--- config.mk ---
export PLATFORM = sky130hd
export DESIGN_NAME = seq_detect_ctrl_flat
export DESIGN_NICKNAME = d
export VERILOG_FILES = /design/src/rtl/seq_detect_ctrl_if.sv /design/src/rtl/seq_detect_ctrl.sv /design/src/flat_wrapper.sv
export SDC_FILE = /design/constraint.sdc
export NUM_CORES = 1
export LEC_CHECK = 0
export BUFFER_PORTS_ARGS = -buffer_cell sky130_fd_sc_hd__buf_2
export CORE_MARGIN = 3
export CORE_UTILIZATION = 39
export CTS_CLUSTER_SIZE = 28
export DETAILED_ROUTE_END_ITERATION = 6
export PLACE_DENSITY = 0.66
export SLEW_MARGIN = 20
export SYNTH_ARGS = -nofsm -noshare
export SYNTH_HDL_FRONTEND = slang
export SYNTH_SLANG_ARGS = --single-unit
--- constraint.sdc ---
create_clock -name clk -period 2.6 [get_ports clk]
set_clock_uncertainty 0.15 [all_clocks]
set_input_delay 0.13 -clock clk [delete_from_list [all_inputs] [get_ports clk]]
set_output_delay 0.13 -clock clk [all_outputs]
set_load 0.02 [all_outputs]
--- src/rtl/seq_detect_ctrl_if.sv ---
// Bundles the host-facing side of seq_detect_ctrl: configuration, run control,
// serial stream input and status pulses.
// Stream handshake: in_valid qualifies in for exactly the cycle it is high; there is
// no backpressure, so the detector consumes every valid bit while in RUN and drops it otherwise.
interface seq_detect_ctrl_if #(
    parameter int MAX_LEN = 8,
    parameter int LEN_W   = 4,
    parameter int CNT_W   = 8,
    parameter int TO_W    = 16
);
    logic               cfg_we;
    logic [MAX_LEN-1:0] cfg_pattern;
    logic [LEN_W-1:0]   cfg_len;
    logic               cfg_overlap;
    logic [CNT_W-1:0]   cfg_target;
    logic [TO_W-1:0]    cfg_timeout;
    logic               start;
    logic               abort;
    logic               in_valid;
    logic               in;

    logic               busy;
    logic               detected;
    logic [CNT_W-1:0]   match_count;
    logic               done;
    logic               timed_out;
    logic               cfg_err;

    // Live view of the configuration registers
    logic [MAX_LEN-1:0] rb_pattern;
    logic [LEN_W-1:0]   rb_len;
    logic               rb_overlap;
    logic [CNT_W-1:0]   rb_target;
    logic [TO_W-1:0]    rb_timeout;

    modport master (
        output cfg_we, cfg_pattern, cfg_len, cfg_overlap, cfg_target, cfg_timeout,
        output start, abort, in_valid, in,
        input  busy, detected, match_count, done, timed_out, cfg_err,
        input  rb_pattern, rb_len, rb_overlap, rb_target, rb_timeout
    );

    modport slave (
        input  cfg_we, cfg_pattern, cfg_len, cfg_overlap, cfg_target, cfg_timeout,
        input  start, abort, in_valid, in,
        output busy, detected, match_count, done, timed_out, cfg_err,
        output rb_pattern, rb_len, rb_overlap, rb_target, rb_timeout
    );
endinterface

--- src/rtl/seq_detect_ctrl.sv ---
// Programmable serial pattern matcher with an IDLE/ARM/RUN run controller,
// match counting, target completion, inactivity timeout and abort.
module seq_detect_ctrl #(
    parameter int MAX_LEN = 8,
    parameter int LEN_W   = 4,
    parameter int CNT_W   = 8,
    parameter int TO_W    = 16
) (
    input  logic              clk,
    input  logic              rst,
    seq_detect_ctrl_if.slave  bus,
    output logic [1:0]        dbg_state
);

    typedef enum logic [1:0] {
        IDLE = 2'd0,
        ARM  = 2'd1,
        RUN  = 2'd2
    } state_t;

    state_t state, state_next;

    logic [MAX_LEN-1:0] pattern_r;
    logic [LEN_W-1:0]   len_r;
    logic               overlap_r;
    logic [CNT_W-1:0]   target_r;
    logic [TO_W-1:0]    timeout_r;

    // Only MAX_LEN-1 past bits are kept; the incoming bit completes the window.
    logic [MAX_LEN-2:0] hist, hist_next;
    logic [LEN_W-1:0]   fill, fill_next;
    logic [CNT_W-1:0]   count, count_next;
    logic [TO_W-1:0]    to_cnt, to_next;

    logic               detected_next, done_next, timed_out_next, cfg_err_next;
    logic               load_cfg;

    logic [MAX_LEN-1:0] window;
    logic [MAX_LEN-1:0] mask;
    logic [LEN_W-1:0]   fill_inc;
    logic [CNT_W-1:0]   count_inc;
    logic [TO_W-1:0]    to_inc;
    logic               len_ok;
    logic               match;

    always_comb begin
        for (int i = 0; i < MAX_LEN; i++) begin
            mask[i] = (LEN_W'(i) < len_r);
        end
    end

    always_comb begin
        window    = {hist, bus.in};
        fill_inc  = (fill >= len_r) ? len_r : fill + LEN_W'(1);
        count_inc = (&count) ? count : count + CNT_W'(1);
        to_inc    = (&to_cnt) ? to_cnt : to_cnt + TO_W'(1);
        len_ok    = (len_r != '0) && (len_r <= LEN_W'(MAX_LEN));
        match     = (state == RUN) && bus.in_valid && (fill_inc == len_r) &&
                    ((window & mask) == (pattern_r & mask));
    end

    always_ff @(posedge clk or posedge rst) begin
        if (rst) begin
            state <= IDLE;
        end else begin
            state <= state_next;
        end
    end

    always_comb begin
        state_next     = state;
        hist_next      = hist;
        fill_next      = fill;
        count_next     = count;
        to_next        = to_cnt;
        detected_next  = 1'b0;
        done_next      = 1'b0;
        timed_out_next = 1'b0;
        cfg_err_next   = 1'b0;
        load_cfg       = 1'b0;

        case (state)
            IDLE: begin
                load_cfg = bus.cfg_we;
                // start is judged against the configuration already held, not one being written now
                if (bus.start) begin
                    if (len_ok) begin
                        state_next = ARM;
                    end else begin
                        cfg_err_next = 1'b1;
                    end
                end
            end

            ARM: begin
                cfg_err_next = bus.cfg_we;
                hist_next    = '0;
                fill_next    = '0;
                count_next   = '0;
                to_next      = '0;
                state_next   = bus.abort ? IDLE : RUN;
            end

            RUN: begin
                cfg_err_next = bus.cfg_we;
                if (bus.abort) begin
                    state_next = IDLE;
                end else begin
                    if (bus.in_valid) begin
                        hist_next = window[MAX_LEN-2:0];
                        fill_next = fill_inc;
                    end
                    if (match) begin
                        detected_next = 1'b1;
                        count_next    = count_inc;
                        to_next       = '0;
                        if (!overlap_r) begin
                            fill_next = '0;
                        end
                        if ((target_r != '0) && (count_inc == target_r)) begin
                            done_next  = 1'b1;
                            state_next = IDLE;
                        end
                    end else begin
                        to_next = to_inc;
                        if ((timeout_r != '0) && (to_inc == timeout_r)) begin
                            timed_out_next = 1'b1;
                            state_next     = IDLE;
                        end
                    end
                end
            end

            default: begin
                state_next = IDLE;
            end
        endcase
    end

    always_ff @(posedge clk or posedge rst) begin
        if (rst) begin
            pattern_r       <= MAX_LEN'(8'b0000_1011);
            len_r           <= LEN_W'(4);
            overlap_r       <= 1'b1;
            target_r        <= '0;
            timeout_r       <= '0;
            hist            <= '0;
            fill            <= '0;
            count           <= '0;
            to_cnt          <= '0;
            bus.detected    <= 1'b0;
            bus.done        <= 1'b0;
            bus.timed_out   <= 1'b0;
            bus.cfg_err     <= 1'b0;
        end else begin
            if (load_cfg) begin
                pattern_r <= bus.cfg_pattern;
                len_r     <= bus.cfg_len;
                overlap_r <= bus.cfg_overlap;
                target_r  <= bus.cfg_target;
                timeout_r <= bus.cfg_timeout;
            end
            hist          <= hist_next;
            fill          <= fill_next;
            count         <= count_next;
            to_cnt        <= to_next;
            bus.detected  <= detected_next;
            bus.done      <= done_next;
            bus.timed_out <= timed_out_next;
            bus.cfg_err   <= cfg_err_next;
        end
    end

    assign bus.busy        = (state != IDLE);
    assign bus.match_count = count;
    assign bus.rb_pattern  = pattern_r;
    assign bus.rb_len      = len_r;
    assign bus.rb_overlap  = overlap_r;
    assign bus.rb_target   = target_r;
    assign bus.rb_timeout  = timeout_r;
    assign dbg_state       = state;

endmodule

--- src/flat_wrapper.sv ---
// flat-port wrapper written by rule: the top's interface ports become plain ports
module seq_detect_ctrl_flat 
#(
    parameter int MAX_LEN = 8,
    parameter int LEN_W   = 4,
    parameter int CNT_W   = 8,
    parameter int TO_W    = 16
)
  (clk, rst, dbg_state, bus_cfg_we, bus_cfg_pattern, bus_cfg_len, bus_cfg_overlap, bus_cfg_target, bus_cfg_timeout, bus_start, bus_abort, bus_in_valid, bus_in, bus_busy, bus_detected, bus_match_count, bus_done, bus_timed_out, bus_cfg_err, bus_rb_pattern, bus_rb_len, bus_rb_overlap, bus_rb_target, bus_rb_timeout);
  seq_detect_ctrl_if #(.MAX_LEN(MAX_LEN), .LEN_W(LEN_W), .CNT_W(CNT_W), .TO_W(TO_W)) bus_i ();
  input  logic clk;
  input  logic rst;
  output logic [1:0] dbg_state;
  input wire logic [$bits(bus_i.cfg_we)-1:0] bus_cfg_we;
  input wire logic [$bits(bus_i.cfg_pattern)-1:0] bus_cfg_pattern;
  input wire logic [$bits(bus_i.cfg_len)-1:0] bus_cfg_len;
  input wire logic [$bits(bus_i.cfg_overlap)-1:0] bus_cfg_overlap;
  input wire logic [$bits(bus_i.cfg_target)-1:0] bus_cfg_target;
  input wire logic [$bits(bus_i.cfg_timeout)-1:0] bus_cfg_timeout;
  input wire logic [$bits(bus_i.start)-1:0] bus_start;
  input wire logic [$bits(bus_i.abort)-1:0] bus_abort;
  input wire logic [$bits(bus_i.in_valid)-1:0] bus_in_valid;
  input wire logic [$bits(bus_i.in)-1:0] bus_in;
  output wire logic [$bits(bus_i.busy)-1:0] bus_busy;
  output wire logic [$bits(bus_i.detected)-1:0] bus_detected;
  output wire logic [$bits(bus_i.match_count)-1:0] bus_match_count;
  output wire logic [$bits(bus_i.done)-1:0] bus_done;
  output wire logic [$bits(bus_i.timed_out)-1:0] bus_timed_out;
  output wire logic [$bits(bus_i.cfg_err)-1:0] bus_cfg_err;
  output wire logic [$bits(bus_i.rb_pattern)-1:0] bus_rb_pattern;
  output wire logic [$bits(bus_i.rb_len)-1:0] bus_rb_len;
  output wire logic [$bits(bus_i.rb_overlap)-1:0] bus_rb_overlap;
  output wire logic [$bits(bus_i.rb_target)-1:0] bus_rb_target;
  output wire logic [$bits(bus_i.rb_timeout)-1:0] bus_rb_timeout;
  assign bus_i.cfg_we = bus_cfg_we;
  assign bus_i.cfg_pattern = bus_cfg_pattern;
  assign bus_i.cfg_len = bus_cfg_len;
  assign bus_i.cfg_overlap = bus_cfg_overlap;
  assign bus_i.cfg_target = bus_cfg_target;
  assign bus_i.cfg_timeout = bus_cfg_timeout;
  assign bus_i.start = bus_start;
  assign bus_i.abort = bus_abort;
  assign bus_i.in_valid = bus_in_valid;
  assign bus_i.in = bus_in;
  assign bus_busy = bus_i.busy;
  assign bus_detected = bus_i.detected;
  assign bus_match_count = bus_i.match_count;
  assign bus_done = bus_i.done;
  assign bus_timed_out = bus_i.timed_out;
  assign bus_cfg_err = bus_i.cfg_err;
  assign bus_rb_pattern = bus_i.rb_pattern;
  assign bus_rb_len = bus_i.rb_len;
  assign bus_rb_overlap = bus_i.rb_overlap;
  assign bus_rb_target = bus_i.rb_target;
  assign bus_rb_timeout = bus_i.rb_timeout;
  seq_detect_ctrl #(.MAX_LEN(MAX_LEN), .LEN_W(LEN_W), .CNT_W(CNT_W), .TO_W(TO_W)) u_core (.clk(clk), .rst(rst), .bus(bus_i), .dbg_state(dbg_state));
endmodule
==> metrics.txt <==
fin cells=between 800 and 900; PortBufs=95; synthesized cell area=around 4700 um^2; DR iter-0 viols=between 200 and 300; critical path launch point type=flip-flop; Die Area=around 14000 um^2; slowest cell on the critical path=a2111oi_2; Pins Over Slew Limit=0; Int Pwr=between 4 and 5 mW; core area=about 12000 um^2; Clock Sinks=78; switch share=0.404; most common cell after layout, fill and taps aside=buf_2; Final Hold Fails=0; number of flops mapped to enable cells by yosys=0; grt total ovfl=0; Place WS=-295 ps; ys flop type=dfrtp_1; syn avg cell area=slightly below 10 um^2; RSZ-0062 raised after global routing=yes; fmax=roughly 360 MHz; CP peak stage delay=between 300 and 400 ps; post-layout min period=between 2000 and 3000 ps; Hold Crit Class=in -> reg; Syn Inst Count=about 480; actual slew at the worst max-slew pin=around 1100 ps; area of placed instances=6000 um^2; fraction of layout cells with a size suffix above 1=0.488; CTS tree=built; CP endpoint kind=flip-flop; initial antenna violation count=0; largest net degree at the start of global routing=35; Util after Layout=0.640; clock power share=0.212; Antenna Cells=0; vias in the first global route=about 4800; Seq/Total Area, Yosys=0.412; 1st-pass router iterations=5; reg2reg start=u_core.to_cnt[13]; CTS buffer count=9; Final Net Count=approximately 800; most frequent cells in the layout=95 x buf_2, 93 x buf_4, 69 x dfrtp_1; status=finished, violations left; Lkg Pwr=approximately 3.4 nW; critical path endpoint=u_core.dbg_state[0]; worst skew pair latency=350 ps; worst-case clock buffer depth=2; dpl hpwl=approximately 10000 um; dpl cells=between 700 and 800; Starting Density=0.407; first-pass GRT wire length=approximately 24000 um; Async S/R FF share, synth=1.00; failing checks=setup timing; total power=roughly 7 mW; number of max-cap violations=0; Layout Area Growth over Synthesis=57.4%; via total after detailed routing=slightly below 5000; # rows=39; CP most frequent cell=nand4_1; sw power=between 2 and 3 mW; Via density=approximately 5.6; GRT Resource Usage Total=0.223; critical path arrival=2890 ps; DRC viols=0; Req. time, crit path=roughly 2700 ps; clock root cell=clkbuf_16; chip width=~120 um; Die Span Y=approximately 120 um; fill cell count=slightly below 900; R2R Path End=u_core.dbg_state[0]; WS Path Type=reg -> reg; Worst Hold Depth=3; final setup fails=31; Multi-input gate area=3070 um^2; Cell variety after synth=65; setup TNS=-2370 ps; Worst setup startpoint=u_core.to_cnt[13]; H-tree levels=3; DR WL/cell=between 15 and 20 um; crit-path cells=buf_4 -> and4_1 -> nand4_1 -> nor3_2 -> a21oi_1 -> a2111oi_2 -> nand4_1 -> a21oi_4 -> mux2i_1; clock transition at the registers of the reported paths=roughly 60 ps; Power Density=approximately 900 nW/um^2; Antenna Violating Nets Remaining=0; Yosys warning count=0; final RePlAce weighted congestion=1.02; final period utilization=1.07; I/O pins=96; Max rail drop VDD=about 0.81 mV; Syn Nets=539; setup slack after layout=-178 ps; Comb pwr share=0.490; fraction of power consumed by sequential logic=0.299; sequential cell area=a little under 2000 um^2; R2R cell count=9; WHS=21.3 ps; Crit Path Max Fanout=5; flops & latches, synth=78; FF-to-FF setup slack=-180 ps; total wire length=~15000 um; Slew HR=0.277; design area=~7500 um^2
-- repair_timing --
item | in CTS | in global routing
endpoints found under the setup margin | 29 | 33
hold endpoints to repair | 71 | 0
buffers inserted | 13 | 16
pin swaps | 15 | 30
gates resized for setup | 44 | 65
hold buffers | 42 | 0
cloned | 1 | 0
-- worst min-delay path by stage --
stage                       startpoint                 to  slack [ps]
after floorplan                 bus_in     u_core.hist[0]         120
after global placement             rst   u_core.to_cnt[8]          70
after detailed placement           rst  u_core.to_cnt[13]          70
after CTS                 bus_in_valid     u_core.hist[0]          20
after global routing      bus_in_valid     u_core.hist[0]          40
final                     bus_in_valid     u_core.hist[0]          20
-- sequential cells by signal (all words and copies together), names as in the netlist, 2 cells and up --
name and count:
u_core.bus.rb_timeout 16, u_core.to_cnt 16, u_core.bus.match_count 8, u_core.bus.rb_pattern 8, u_core.bus.rb_target 8, u_core.hist 7
u_core.bus.rb_len 4, u_core.fill 4, u_core.dbg_state 2
-- cells in the mapped netlist, drive strengths merged (7+ instances only) --
master | instances | share of area
ha | 11 | 0.029
and4 | 7 | 0.013
mux2 | 37 | 0.088
nand2 | 37 | 0.029
xor2 | 13 | 0.024
nor4 | 11 | 0.017
clkbuf | 8 | 0.0063
buf | 13 | 0.023
xnor2 | 26 | 0.048
and3 | 7 | 0.0092
inv | 17 | 0.013
or3 | 7 | 0.012
nor3 | 14 | 0.016
nand3 | 32 | 0.034
o21ai | 26 | 0.028
a21oi | 30 | 0.032
nand4 | 10 | 0.014
dfrtp | 73 | 0.38
nor2 | 31 | 0.028
mux2i | 8 | 0.017
-- cell families (layout without fill, tap and decap cells) --
logic type | after synthesis | after routing | synth area share
muxes | 45 | 45 | 0.105
DFF | 78 | 78 | 0.412
and+or+nand+nor | 173 | 174 | 0.198
AOI/OAI and AO/OA | 100 | 100 | 0.142
adders and majority gates | 11 | 11 | 0.0290
xor gates and xnor gates | 39 | 39 | 0.0720
buffers and inverters | 38 | 283 | 0.0424
-- power by group through the flow --
| stage | Clock, mW | Combinational, mW | Sequential, mW |
|---|---|---|---|
| floorplan | 0 | 1.59 | 2.32 |
| global placement | 0 | 2.81 | 2.02 |
| detailed placement | 0 | 2.85 | 2.05 |
| CTS | 1.47 | 3.08 | 2.03 |
| global route | 1.51 | 3.61 | 2.10 |
| finish | 1.45 | 3.35 | 2.05 |
-- routing by layer --
metal / global-route usage / routed length [um]
met1: 0.275 / 6010
met2: 0.376 / 7630
met5: 0 / 0
met4: 0.0936 / 620
met3: 0.0503 / 1110
-- layout make-up --
| type | count | area share |
|---|---|---|
| timing repair buffer | 250 | 0.248 |
| sequential | 78 | 0.263 |
| clock inverter | 6 | 0.0147 |
| clock buffer | 10 | 0.0307 |
| inverter | 17 | 0.00871 |
| multi-input combinational | 369 | 0.411 |
| tap | 143 | 0.0240 |
-- worst max-delay path, delay by kind of cell, from the launching register on --
kind | cells | cell delay (ps)
buf+inv | 1 | 110
flops | 1 | 360
compound gates | 3 | 710
simple gates | 4 | 1140
mux | 1 | 200
No activity file was read; power rests on OpenSTA's default activity.
